`src/rtl/serial_add_sub_pkg.sv`:
```
// Shared types and helpers for the bit-serial adder/subtractor.
//   sa_state_t : control FSM states (idle, shifting, result-valid pulse)
//   cnt_w()    : bit-counter width for a given operand width
package serial_add_pkg;

    typedef enum logic [1:0] {S_IDLE, S_RUN, S_DONE} sa_state_t;

    function automatic int cnt_w(input int width);
        return $clog2(width);
    endfunction

endpackage

```
`src/rtl/serial_add_sub_if.sv`:
```
// Operand/result bundle for serial_add_sub.
//   start, sub, a, b              : request side (driven by master)
//   busy, done, result, cout,
//   overflow                      : status/result side (driven by slave)
interface serial_add_sub_if #(
    parameter int WIDTH = 8
);
    logic             start;
    logic             sub;
    logic [WIDTH-1:0] a;
    logic [WIDTH-1:0] b;
    logic             busy;
    logic             done;
    logic [WIDTH-1:0] result;
    logic             cout;
    logic             overflow;

    modport master (
        output start, sub, a, b,
        input  busy, done, result, cout, overflow
    );

    modport slave (
        input  start, sub, a, b,
        output busy, done, result, cout, overflow
    );
endinterface

```
`src/rtl/serial_add_sub_full_adder.sv`:
```
// 1-bit full adder cell.
//   a, b, cin : addend bits and carry in
//   s, cout   : sum bit and carry out
module full_adder (
    input  logic a,
    input  logic b,
    input  logic cin,
    output logic s,
    output logic cout
);
    assign s    = a ^ b ^ cin;
    assign cout = (a & b) | (a & cin) | (b & cin);
endmodule

```
`src/rtl/serial_add_sub.sv`:
```
// Bit-serial WIDTH-bit two's-complement adder/subtractor, LSB first, one bit
// per clock through a single full_adder cell with the carry held in a flop.
//   clk, rst_n : clock, synchronous active-low reset
//   bus        : serial_add_sub_if slave (start/sub/a/b in;
//                busy/done/result/cout/overflow out)
// Optional: define SERIAL_ADD_SAT_EN to clamp result to the signed limit on
// overflow (overflow/cout still report the unsaturated condition).
module serial_add_sub
    import serial_add_pkg::*;
#(
    parameter int WIDTH = 8
) (
    input  logic            clk,
    input  logic            rst_n,
    serial_add_sub_if.slave bus
);
    localparam int              CW   = cnt_w(WIDTH);
    localparam logic [CW-1:0]   LAST = CW'(WIDTH - 1);

    sa_state_t        state_q, state_d;
    logic [CW-1:0]    cnt_q, cnt_d;
    logic             carry_q, carry_d;
    logic [WIDTH-1:0] a_sh_q, a_sh_d;
    logic [WIDTH-1:0] b_sh_q, b_sh_d;
    // Holds the WIDTH-1 low sum bits; the MSB joins them on the final edge.
    logic [WIDTH-2:0] acc_q, acc_d;
    logic             busy_q, busy_d;
    logic             done_q, done_d;
    logic [WIDTH-1:0] result_q, result_d;
    logic             cout_q, cout_d;
    logic             ovf_q, ovf_d;

    logic             fa_sum;
    logic             fa_co;
    logic [WIDTH-1:0] acc_full;

    full_adder u_fa (
        .a    (a_sh_q[0]),
        .b    (b_sh_q[0]),
        .cin  (carry_q),
        .s    (fa_sum),
        .cout (fa_co)
    );

    always_comb begin
        state_d  = state_q;
        cnt_d    = cnt_q;
        carry_d  = carry_q;
        a_sh_d   = a_sh_q;
        b_sh_d   = b_sh_q;
        acc_d    = acc_q;
        busy_d   = busy_q;
        done_d   = 1'b0;
        result_d = result_q;
        cout_d   = cout_q;
        ovf_d    = ovf_q;
        acc_full = {fa_sum, acc_q};

        case (state_q)
            S_IDLE, S_DONE: begin
                state_d = S_IDLE;
                if (bus.start) begin
                    // Subtraction as a + ~b + 1: invert B, seed carry with 1.
                    state_d = S_RUN;
                    busy_d  = 1'b1;
                    a_sh_d  = bus.a;
                    b_sh_d  = bus.sub ? ~bus.b : bus.b;
                    carry_d = bus.sub;
                    cnt_d   = '0;
                end
            end
            S_RUN: begin
                a_sh_d  = {1'b0, a_sh_q[WIDTH-1:1]};
                b_sh_d  = {1'b0, b_sh_q[WIDTH-1:1]};
                carry_d = fa_co;
                acc_d   = acc_full[WIDTH-1:1];
                cnt_d   = cnt_q + CW'(1);
                if (cnt_q == LAST) begin
                    state_d  = S_DONE;
                    busy_d   = 1'b0;
                    done_d   = 1'b1;
                    cout_d   = fa_co;
                    // carry_q is the carry into the MSB on this last step.
                    ovf_d    = carry_q ^ fa_co;
                    result_d = acc_full;
`ifdef SERIAL_ADD_SAT_EN
                    // a_sh_q[0] is operand A's original sign bit here.
                    if (carry_q ^ fa_co) begin
                        result_d = a_sh_q[0] ? {1'b1, {(WIDTH-1){1'b0}}}
                                             : {1'b0, {(WIDTH-1){1'b1}}};
                    end
`else
`endif
                end
            end
            default: begin
                state_d = S_IDLE;
                busy_d  = 1'b0;
            end
        endcase
    end

    always_ff @(posedge clk) begin
        if (!rst_n) begin
            state_q  <= S_IDLE;
            cnt_q    <= '0;
            carry_q  <= 1'b0;
            a_sh_q   <= '0;
            b_sh_q   <= '0;
            acc_q    <= '0;
            busy_q   <= 1'b0;
            done_q   <= 1'b0;
            result_q <= '0;
            cout_q   <= 1'b0;
            ovf_q    <= 1'b0;
        end else begin
            state_q  <= state_d;
            cnt_q    <= cnt_d;
            carry_q  <= carry_d;
            a_sh_q   <= a_sh_d;
            b_sh_q   <= b_sh_d;
            acc_q    <= acc_d;
            busy_q   <= busy_d;
            done_q   <= done_d;
            result_q <= result_d;
            cout_q   <= cout_d;
            ovf_q    <= ovf_d;
        end
    end

    assign bus.busy     = busy_q;
    assign bus.done     = done_q;
    assign bus.result   = result_q;
    assign bus.cout     = cout_q;
    assign bus.overflow = ovf_q;

endmodule

```
`src/flat_wrapper.sv`:
```
// flat-port wrapper written by rule: the top's interface ports become plain ports
module serial_add_sub_flat import serial_add_pkg::*;
#(
    parameter int WIDTH = 8
)
  (clk, rst_n, bus_start, bus_sub, bus_a, bus_b, bus_busy, bus_done, bus_result, bus_cout, bus_overflow);
  serial_add_sub_if #(.WIDTH(WIDTH)) bus_i ();
  input  logic clk;
  input  logic rst_n;
  input wire logic [$bits(bus_i.start)-1:0] bus_start;
  input wire logic [$bits(bus_i.sub)-1:0] bus_sub;
  input wire logic [$bits(bus_i.a)-1:0] bus_a;
  input wire logic [$bits(bus_i.b)-1:0] bus_b;
  output wire logic [$bits(bus_i.busy)-1:0] bus_busy;
  output wire logic [$bits(bus_i.done)-1:0] bus_done;
  output wire logic [$bits(bus_i.result)-1:0] bus_result;
  output wire logic [$bits(bus_i.cout)-1:0] bus_cout;
  output wire logic [$bits(bus_i.overflow)-1:0] bus_overflow;
  assign bus_i.start = bus_start;
  assign bus_i.sub = bus_sub;
  assign bus_i.a = bus_a;
  assign bus_i.b = bus_b;
  assign bus_busy = bus_i.busy;
  assign bus_done = bus_i.done;
  assign bus_result = bus_i.result;
  assign bus_cout = bus_i.cout;
  assign bus_overflow = bus_i.overflow;
  serial_add_sub #(.WIDTH(WIDTH)) u_core (.clk(clk), .rst_n(rst_n), .bus(bus_i));
endmodule
```
`config.mk`:
```
export PLATFORM = sky130hd
export DESIGN_NAME = serial_add_sub_flat
export DESIGN_NICKNAME = d
export VERILOG_FILES = /design/src/rtl/serial_add_sub_pkg.sv /design/src/rtl/serial_add_sub_if.sv /design/src/rtl/serial_add_sub_full_adder.sv /design/src/rtl/serial_add_sub.sv /design/src/flat_wrapper.sv
export SDC_FILE = /design/constraint.sdc
export NUM_CORES = 1
export LEC_CHECK = 0
export CAP_MARGIN = 20
export CORE_MARGIN = 5
export CORE_UTILIZATION = 55
export DETAILED_ROUTE_END_ITERATION = 7
export GPL_TIMING_DRIVEN = 0
export PLACE_DENSITY_LB_ADDON = 0.25
export SYNTH_ARGS = -nofsm -noshare
export SYNTH_HDL_FRONTEND = slang
export SYNTH_SLANG_ARGS = --single-unit
```
`constraint.sdc`:
```
create_clock -name clk -period 3.4 [get_ports clk]
set_clock_uncertainty 0.15 [all_clocks]
set_input_delay 0.68 -clock clk [delete_from_list [all_inputs] [get_ports clk]]
set_output_delay 0.68 -clock clk [all_outputs]
set_load 0.02 [all_outputs]
```
==> results of run 1 <==
==> metal layers <==
| layer | vias up | part of all wire, % | global-route usage [%] |
|---|---|---|---|
| met1 | 714 | 43 | 21.8 |
| met2 | 41 | 50 | 31.8 |
| met3 | 9 | 5.5 | 6.16 |
| met4 | 0 | 1.6 | 6.08 |
| met5 | - | 0 | 0 |
| li1 | 736 | - | - |
==> sequential cells by signal (all words and copies together) (netlist names) <==
register / count
u_core.bus.done: 1
u_core.bus.busy: 1
u_core.acc_q: 7
u_core.b_sh_q: 8
u_core.carry_q: 1
u_core.a_sh_q: 8
u_core.bus.overflow: 1
u_core.bus.cout: 1
u_core.bus.result: 8
u_core.cnt_q: 3
u_core.state_q: 2
==> power groups by stage <==
stage | Combinational (mW) | Sequential [mW] | Clock [mW]
floorplan | 0.0904 | 0.523 | 0
global placement | 0.133 | 0.524 | 0
CTS | 0.137 | 0.514 | 0.331
detailed placement | 0.137 | 0.525 | 0
finish | 0.136 | 0.514 | 0.322
global route | 0.149 | 0.517 | 0.354
==> logic make-up (layout without fill, tap and decap cells) <==
logic type | Yosys count | in the layout | share of synthesized area (%)
DFF | 41 | 41 | 45.1
xor gates and xnor gates | 9 | 9 | 4.33
and+or+nand+nor | 67 | 67 | 16.8
AOI/OAI and AO/OA | 55 | 55 | 25.4
adders and majority gates | 3 | 3 | 2.47
buffers and inverters | 16 | 54 | 5.91
==> worst max path at each step <==
| stage | end | slack (ns) | cells after the start |
|---|---|---|---|
| final | bus_overflow | 1.24 | 1 |
| after global placement | u_core.b_sh_q[7] | 1.30 | 6 |
| after CTS | bus_overflow | 1.22 | 1 |
| after floorplan | u_core.b_sh_q[7] | 1.83 | 4 |
| after detailed placement | u_core.b_sh_q[7] | 1.25 | 6 |
| after global routing | bus_result[0] | 1.17 | 1 |
==> cell usage after synthesis, drive strengths merged (2+ instances only) <==
| cell type | n |
|---|---|
| dfxtp | 41 |
| xor2 | 7 |
| and2 | 3 |
| nor2b | 2 |
| nand3 | 18 |
| a21boi | 34 |
| a22oi | 15 |
| o21ai | 2 |
| nand2 | 37 |
| clkbuf | 4 |
| buf | 12 |
| ha | 2 |
| xnor2 | 2 |
| nand2b | 2 |
==> area by class of cell <==
class                           count  area, um2
Multi-Input combinational cell    134        892
Fill cell                         261        843
Sequential cell                    41        821
Timing Repair Buffer               30        300
Buffer                             16        108
Tap cell                           44       55.1
Clock inverter                      3       46.3
Clock buffer                        5       37.5
==> per-stage QoR <==
| step | power [mW] | instances | hold slack [ns] |
|---|---|---|---|
| global placement | 0.657 | 265 | 0.291 |
| global route | 1.02 | 273 | 0.335 |
| CTS | 0.982 | 273 | 0.316 |
| floorplan | 0.613 | 191 | 0.285 |
| detailed placement | 0.662 | 265 | 0.299 |
| finish | 0.973 | 273 | 0.309 |
==> results_dict.tcl, run 1 <==
set metrics [dict create \
    syn_to_final_growth_pct 24.1 \
    place_area_um2 2180 \
    netlist_instances 191 \
    syn-num-nets 214 \
    detail-route-antenna-nets 0 \
    fp.dieArea_um2 4560 \
    hold_depth 2 \
    ir_drop_v 0.000259 \
    r2r_start "u_core.cnt_q[0]" \
    yosys_warnings 0 \
    p_per_area_nw_per_um2 431 \
    yosysTopAreaCell "dfxtp_1" \
    dpl.hpwl_um 2810 \
    synth_top_area_share_pct 45.1 \
    switching_share_pct 25.4 \
    vias_per_cell 5.49 \
    rows 20 \
    grt_overflow 0 \
    seqPwrFrac_pct 52.9 \
    min_period_over_period_pct 63.7 \
    clk_path_buf_depth 2 \
    ys_seq_area_share_pct 45.1 \
    slew_headroom_pct 73.1 \
    r2r_cells 6 \
    antenna_cells 0 \
    max_stage_delay_ns 0.60 \
    first_pass_iters 4 \
    min_period_ns 2.16 \
    hp-start "u_core.acc_q[1]" \
    nets 251 \
    status "complete, no violations" \
    hold_path.class "reg -> reg" \
    cp_max_fo 2 \
    vias 1500 \
    clkLatencyLatePin_ns 0.37 \
    synth_area_leaders "dfxtp_1 45%, a21boi_1 13%, nand2_1 7.6%" \
    grt_start_max_net_pins 15 \
    numPortBuffers 30 \
    cts_setup_buffers 0 \
    cp_top_family "buffers and inverters" \
    slew_violations 0 \
    cts_sinks 41 \
    grt_first_pass_wirelength_um 6360 \
    p_int_mw 0.725 \
    synth.avg_cell_area_um2 9.53 \
    routed_wirelength_um 3800 \
    cts_resized 0 \
    layout_commonest_cell "dfxtp_1" \
    syn_area_um2 1820 \
    preCtsSetupSlack_ns 1.25 \
    cts_tree "built" \
    crit_path_start "u_core.bus.overflow" \
    grt_pass1_vias 1459 \
    hold_viol 0 \
    worstPathCellList "clkdlybuf4s50_1" \
    grt_usage_pct 18.6 \
    p_switching_mw 0.248 \
    mostFrequentLayoutCells "41 x dfxtp_1, 37 x nand2_1, 31 x a21boi_1, 30 x clkdlybuf4s50_1, 18 x nand3_1" \
    leakage_nw 0.824 \
    startpoint_type "register" \
    drc 0 \
    cts_root_buf "clkbuf_4" \
    worst-endpoint-required_ns 2.57 \
    place_congestion 0.822 \
    die_x_um 67.5 \
    path_class "reg -> out" \
    r2r_slack_ns 1.77 \
    synth-seq-cells 41 \
    pwr-share-comb_pct 14.0 \
    cts.clk_slew.worst_paths_ns 0.14 \
    initial_core_util_pct 58.7 \
    core_area_um2 3100 \
    hold_buffers 0 \
    critical_path_arrival_ns 1.33 \
    synth.distinct_cells 28 \
    final_cell_area_um2 2260 \
    antenna_found_initial 0 \
    fin_util_pct 72.8 \
    cp_num_buf_inv 1 \
    rr_endpoint "u_core.bus.overflow" \
    tns_ns 0 \
    io_pins 32 \
    ys_async_sr_fraction_pct 0 \
    drt_iter0_markers 99 \
    drive_above_1_share_pct 13.1 \
    worstMarginPinSlew_ns 0.404 \
    endpoint_kind "output port" \
    numCtsBuffers 5 \
    worst_slack_ns 1.24 \
    cap_violations 0 \
    ys.flop_type "dfxtp_1" \
    die_h_um 67.5 \
    fmaxAchievable_ghz 0.462 \
    synth_edf_count 0 \
    whs_endpoint "u_core.bus.result[1]" \
    pwr-share-clk_pct 33.1 \
    h-tree-depth 2 \
    rsz0062_at_grt "false" \
    setup_violations 0 \
    post_drt_wl_per_cell_um 13.9 \
    slowest_stage "clkdlybuf4s50_1" \
]
No activity file was read; power rests on OpenSTA's default activity.
==> inputs of run 2 (changes only) <==
Settings changed: CORE_UTILIZATION 55 to 47.
Clock period 3.4 ns to 1.95 ns, I/O delays scaled along.
==> results_dict.tcl, run 2 (synthesis results as in run 1) <==
set metrics [dict create \
    ir_drop_v 0.000548 \
    h-tree-depth 2 \
    seqPwrFrac_pct 48.5 \
    nets 251 \
    die_h_um 72.2 \
    dpl.hpwl_um 2630 \
    hold_ws_ns 0.303 \
    slew_violations 0 \
    mostFrequentLayoutCells "41 x dfxtp_1, 37 x nand2_1, 31 x a21boi_1, 30 x clkdlybuf4s50_1, 18 x nand3_1" \
    leakage_nw 0.840 \
    cts_root_buf "clkbuf_8" \
    grt_overflow 0 \
    tns_ns 0 \
    p_int_mw 1.41 \
    layout_commonest_cell "dfxtp_1" \
    antenna_cells 0 \
    vias_per_cell 5.13 \
    max_stage_delay_ns 0.61 \
    status "complete, no violations" \
    cts_tree "built" \
    pwr-share-clk_pct 38.7 \
    hold_viol 0 \
    slowest_stage "clkdlybuf4s50_1" \
    syn_to_final_growth_pct 26.4 \
    numCtsBuffers 5 \
    cap_violations 0 \
    die_x_um 72.2 \
    startpoint_type "register" \
    fp.dieArea_um2 5220 \
    hold_path.class "reg -> reg" \
    worstPathCellList "clkdlybuf4s50_1" \
    routed_wirelength_um 3600 \
    post_drt_wl_per_cell_um 13.0 \
    drt_iter0_markers 80 \
    critical_path_arrival_ns 1.25 \
    clk_path_buf_depth 2 \
    cp_num_buf_inv 1 \
    drc 0 \
    grt_first_pass_wirelength_um 6220 \
    cts_setup_buffers 0 \
    initial_core_util_pct 49.0 \
    grt_pass1_vias 1354 \
    antenna_found_initial 0 \
    setup_violations 0 \
    grt_start_max_net_pins 14 \
    min_period_over_period_pct 91.6 \
    path_class "reg -> out" \
    endpoint_kind "output port" \
    cp_top_family "buffers and inverters" \
    cts_resized 0 \
    core_area_um2 3720 \
    slew_headroom_pct 73.9 \
    pwr-share-comb_pct 12.8 \
    rsz0062_at_grt "false" \
    min_period_ns 1.79 \
    cts.clk_slew.worst_paths_ns 0.08 \
    p_per_area_nw_per_um2 803 \
    numPortBuffers 30 \
    place_congestion 0.742 \
    vias 1422 \
    worstMarginPinSlew_ns 0.391 \
    rows 22 \
    detail-route-antenna-nets 0 \
    fmaxAchievable_ghz 0.560 \
    cp_max_fo 2 \
    io_pins 32 \
    p_switching_mw 0.440 \
    drive_above_1_share_pct 13.1 \
    switching_share_pct 23.8 \
    cts_sinks 41 \
    grt_usage_pct 15.2 \
    clkLatencyLatePin_ns 0.30 \
    hold_buffers 0 \
    worst-endpoint-required_ns 1.41 \
    first_pass_iters 4 \
]
## run 2: cell types whose count changed in the layout (fill, tap and decap cells not counted)
cell	change
clkbuf_4	-5
clkbuf_8	+6
clkinv_4	-1
## run 2: power by group through the flow
stage / sequential (mW) / clock, mW / combinational, mW
after floorplan: 0.911 / 0 / 0.158
final: 0.896 / 0.716 / 0.237
after detailed placement: 0.915 / 0 / 0.238
after global placement: 0.914 / 0 / 0.236
after global routing: 0.900 / 0.770 / 0.263
after CTS: 0.896 / 0.730 / 0.239
## run 2: layout make-up
cell class / count / area [um2]
fillers: 345 / 1420
multi-input cells: 134 / 892
flip-flops and latches: 41 / 821
repair buffers: 30 / 300
plain buffers: 16 / 108
clock buffers: 6 / 82.6
well taps: 48 / 60.1
clock inverters: 2 / 37.5
## run 2: per-stage QoR
step / util [%] / cell area [um2] / worst slack, ns / std cells / power [mW]
floorplan: - / 1820 / 0.442 / 191 / 1.07
global placement: 58.7 / 2180 / 0.129 / 269 / 1.15
detailed placement: 58.7 / 2180 / 0.123 / 269 / 1.15
CTS: 61.9 / 2300 / 0.154 / 277 / 1.87
global route: 61.9 / 2300 / 0.114 / 277 / 1.93
finish: 61.9 / 2300 / 0.165 / 277 / 1.85
## run 2: path summary, 6_finish.rpt
path | start | cells past startpoint | slack [ns] | to
max | u_core.bus.busy | 1 | 0.16 | bus_busy
min | u_core.bus.result[1] | 2 | 0.30 | u_core.bus.result[1]
max reg2reg | u_core.cnt_q[0] | 5 | 0.34 | u_core.bus.overflow
min reg2reg | u_core.bus.result[1] | 2 | 0.30 | u_core.bus.result[1]
## run 2: layer usage
| layer | global-route usage (%) | vias to the layer above | share of wire, % |
|---|---|---|---|
| li1 | - | 734 | - |
| met1 | 18.5 | 652 | 46 |
| met2 | 25.0 | 31 | 48 |
| met3 | 4.99 | 5 | 5.0 |
| met4 | 5.64 | 0 | 1.1 |
| met5 | 0 | - | 0 |
==> inputs of run 3 (changes only) <==
Settings changed: CORE_MARGIN 5 to 3.
==> results_dict.tcl, run 3 (synthesis results as in run 1) <==
set metrics [dict create \
    status "complete, no violations" \
    cts_setup_buffers 0 \
    post_drt_wl_per_cell_um 13.6 \
    antenna_cells 0 \
    vias_per_cell 5.37 \
    nets 251 \
    worstMarginPinSlew_ns 0.409 \
    setup_violations 0 \
    slew_headroom_pct 72.8 \
    drive_above_1_share_pct 12.3 \
    p_switching_mw 0.413 \
    clk_path_buf_depth 2 \
    cts_root_buf "clkbuf_8" \
    seqPwrFrac_pct 53.2 \
    p_int_mw 1.27 \
    fmaxAchievable_ghz 0.565 \
    cts_tree "built" \
    slew_violations 0 \
    initial_core_util_pct 51.7 \
    critical_path_arrival_ns 1.23 \
    place_area_um2 2180 \
    tns_ns 0 \
    final_cell_area_um2 2260 \
    cp_max_fo 2 \
    cts_resized 0 \
    switching_share_pct 24.5 \
    die_h_um 68.2 \
    numCtsBuffers 5 \
    worstPathCellList "clkdlybuf4s50_1" \
    grt_usage_pct 18.2 \
    grt_first_pass_wirelength_um 6320 \
    mostFrequentLayoutCells "41 x dfxtp_1, 37 x nand2_1, 31 x a21boi_1, 30 x clkdlybuf4s50_1, 18 x nand3_1" \
    first_pass_iters 4 \
    core_area_um2 3520 \
    ir_drop_v 0.000471 \
    dpl.hpwl_um 2740 \
    grt_overflow 0 \
    max_stage_delay_ns 0.60 \
    slowest_stage "clkdlybuf4s50_1" \
    grt_start_max_net_pins 12 \
    layout_commonest_cell "dfxtp_1" \
    min_period_over_period_pct 90.7 \
    place_congestion 0.822 \
    endpoint_kind "output port" \
    io_pins 32 \
    cap_violations 0 \
    die_x_um 68.2 \
    hold_viol 0 \
    syn_to_final_growth_pct 24.4 \
    leakage_nw 0.827 \
    hold_buffers 0 \
    path_class "reg -> out" \
    p_per_area_nw_per_um2 745 \
    pwr-share-clk_pct 32.6 \
    routed_wirelength_um 3720 \
    drt_iter0_markers 56 \
    startpoint_type "register" \
    pwr-share-comb_pct 14.2 \
    antenna_found_initial 0 \
    min_period_ns 1.77 \
    h-tree-depth 2 \
    vias 1471 \
    drc 0 \
    cp_top_family "buffers and inverters" \
    grt_pass1_vias 1478 \
    cp_num_buf_inv 1 \
    fp.dieArea_um2 4660 \
    clkLatencyLatePin_ns 0.29 \
    detail-route-antenna-nets 0 \
    cts_sinks 41 \
    hold_path.class "reg -> reg" \
    numPortBuffers 30 \
    cts.clk_slew.worst_paths_ns 0.07 \
    rsz0062_at_grt "false" \
    worst-endpoint-required_ns 1.41 \
    rows 21 \
]
## run 3: cell count changes in the layout (fill, tap and decap cells not counted)
cell and delta:
clkbuf_1 +1, clkinvlp_4 -1, bufinv_16 -1
## run 3: metrics by stage
stage / worst slack [ns] / utilization [%] / hold slack [ns] / cells / total power [mW]
4_1_cts: 0.168 / 64.3 / 0.309 / 274 / 1.70
3_3_place_gp: 0.143 / 61.9 / 0.292 / 267 / 1.14
6_report: 0.180 / 64.3 / 0.309 / 274 / 1.69
5_1_grt: 0.124 / 64.3 / 0.336 / 274 / 1.75
3_5_place_dp: 0.107 / 61.9 / 0.299 / 267 / 1.16
2_1_floorplan: 0.442 / - / 0.285 / 191 / 1.07
## run 3: area by class of cell
type                    instances  area, um2
repair buffers                 30        300
plain buffers                  16        108
multi-input cells             134        892
flip-flops and latches         41        821
fillers                       297       1260
clock buffers                   7       86.3
well taps                      46       57.6
## run 3: power groups by stage
stage | combinational [mW] | clock, mW | sequential, mW
floorplan | 0.158 | 0 | 0.911
global placement | 0.231 | 0 | 0.913
detailed placement | 0.240 | 0 | 0.917
CTS | 0.242 | 0.558 | 0.897
global route | 0.262 | 0.587 | 0.901
finish | 0.239 | 0.550 | 0.898
## run 3: path summary, 6_finish.rpt
path | slack (ns) | end | from | cells past startpoint
worst max-delay path | 0.18 | bus_result[1] | u_core.bus.result[1] | 1
worst min-delay path | 0.31 | u_core.bus.result[5] | u_core.bus.result[5] | 2
worst max register to register | 0.30 | u_core.bus.overflow | u_core.cnt_q[0] | 6
worst min register to register | 0.31 | u_core.bus.result[5] | u_core.bus.result[5] | 2
## run 3: metal layers
| metal | vias to the layer above | track usage, % | share of wire [%] |
|---|---|---|---|
| li1 | 733 | - | - |
| met1 | 703 | 20.9 | 45 |
| met2 | 29 | 31.4 | 48 |
| met3 | 6 | 5.25 | 5.1 |
| met4 | 0 | 7.44 | 1.6 |
| met5 | - | 0 | 0 |
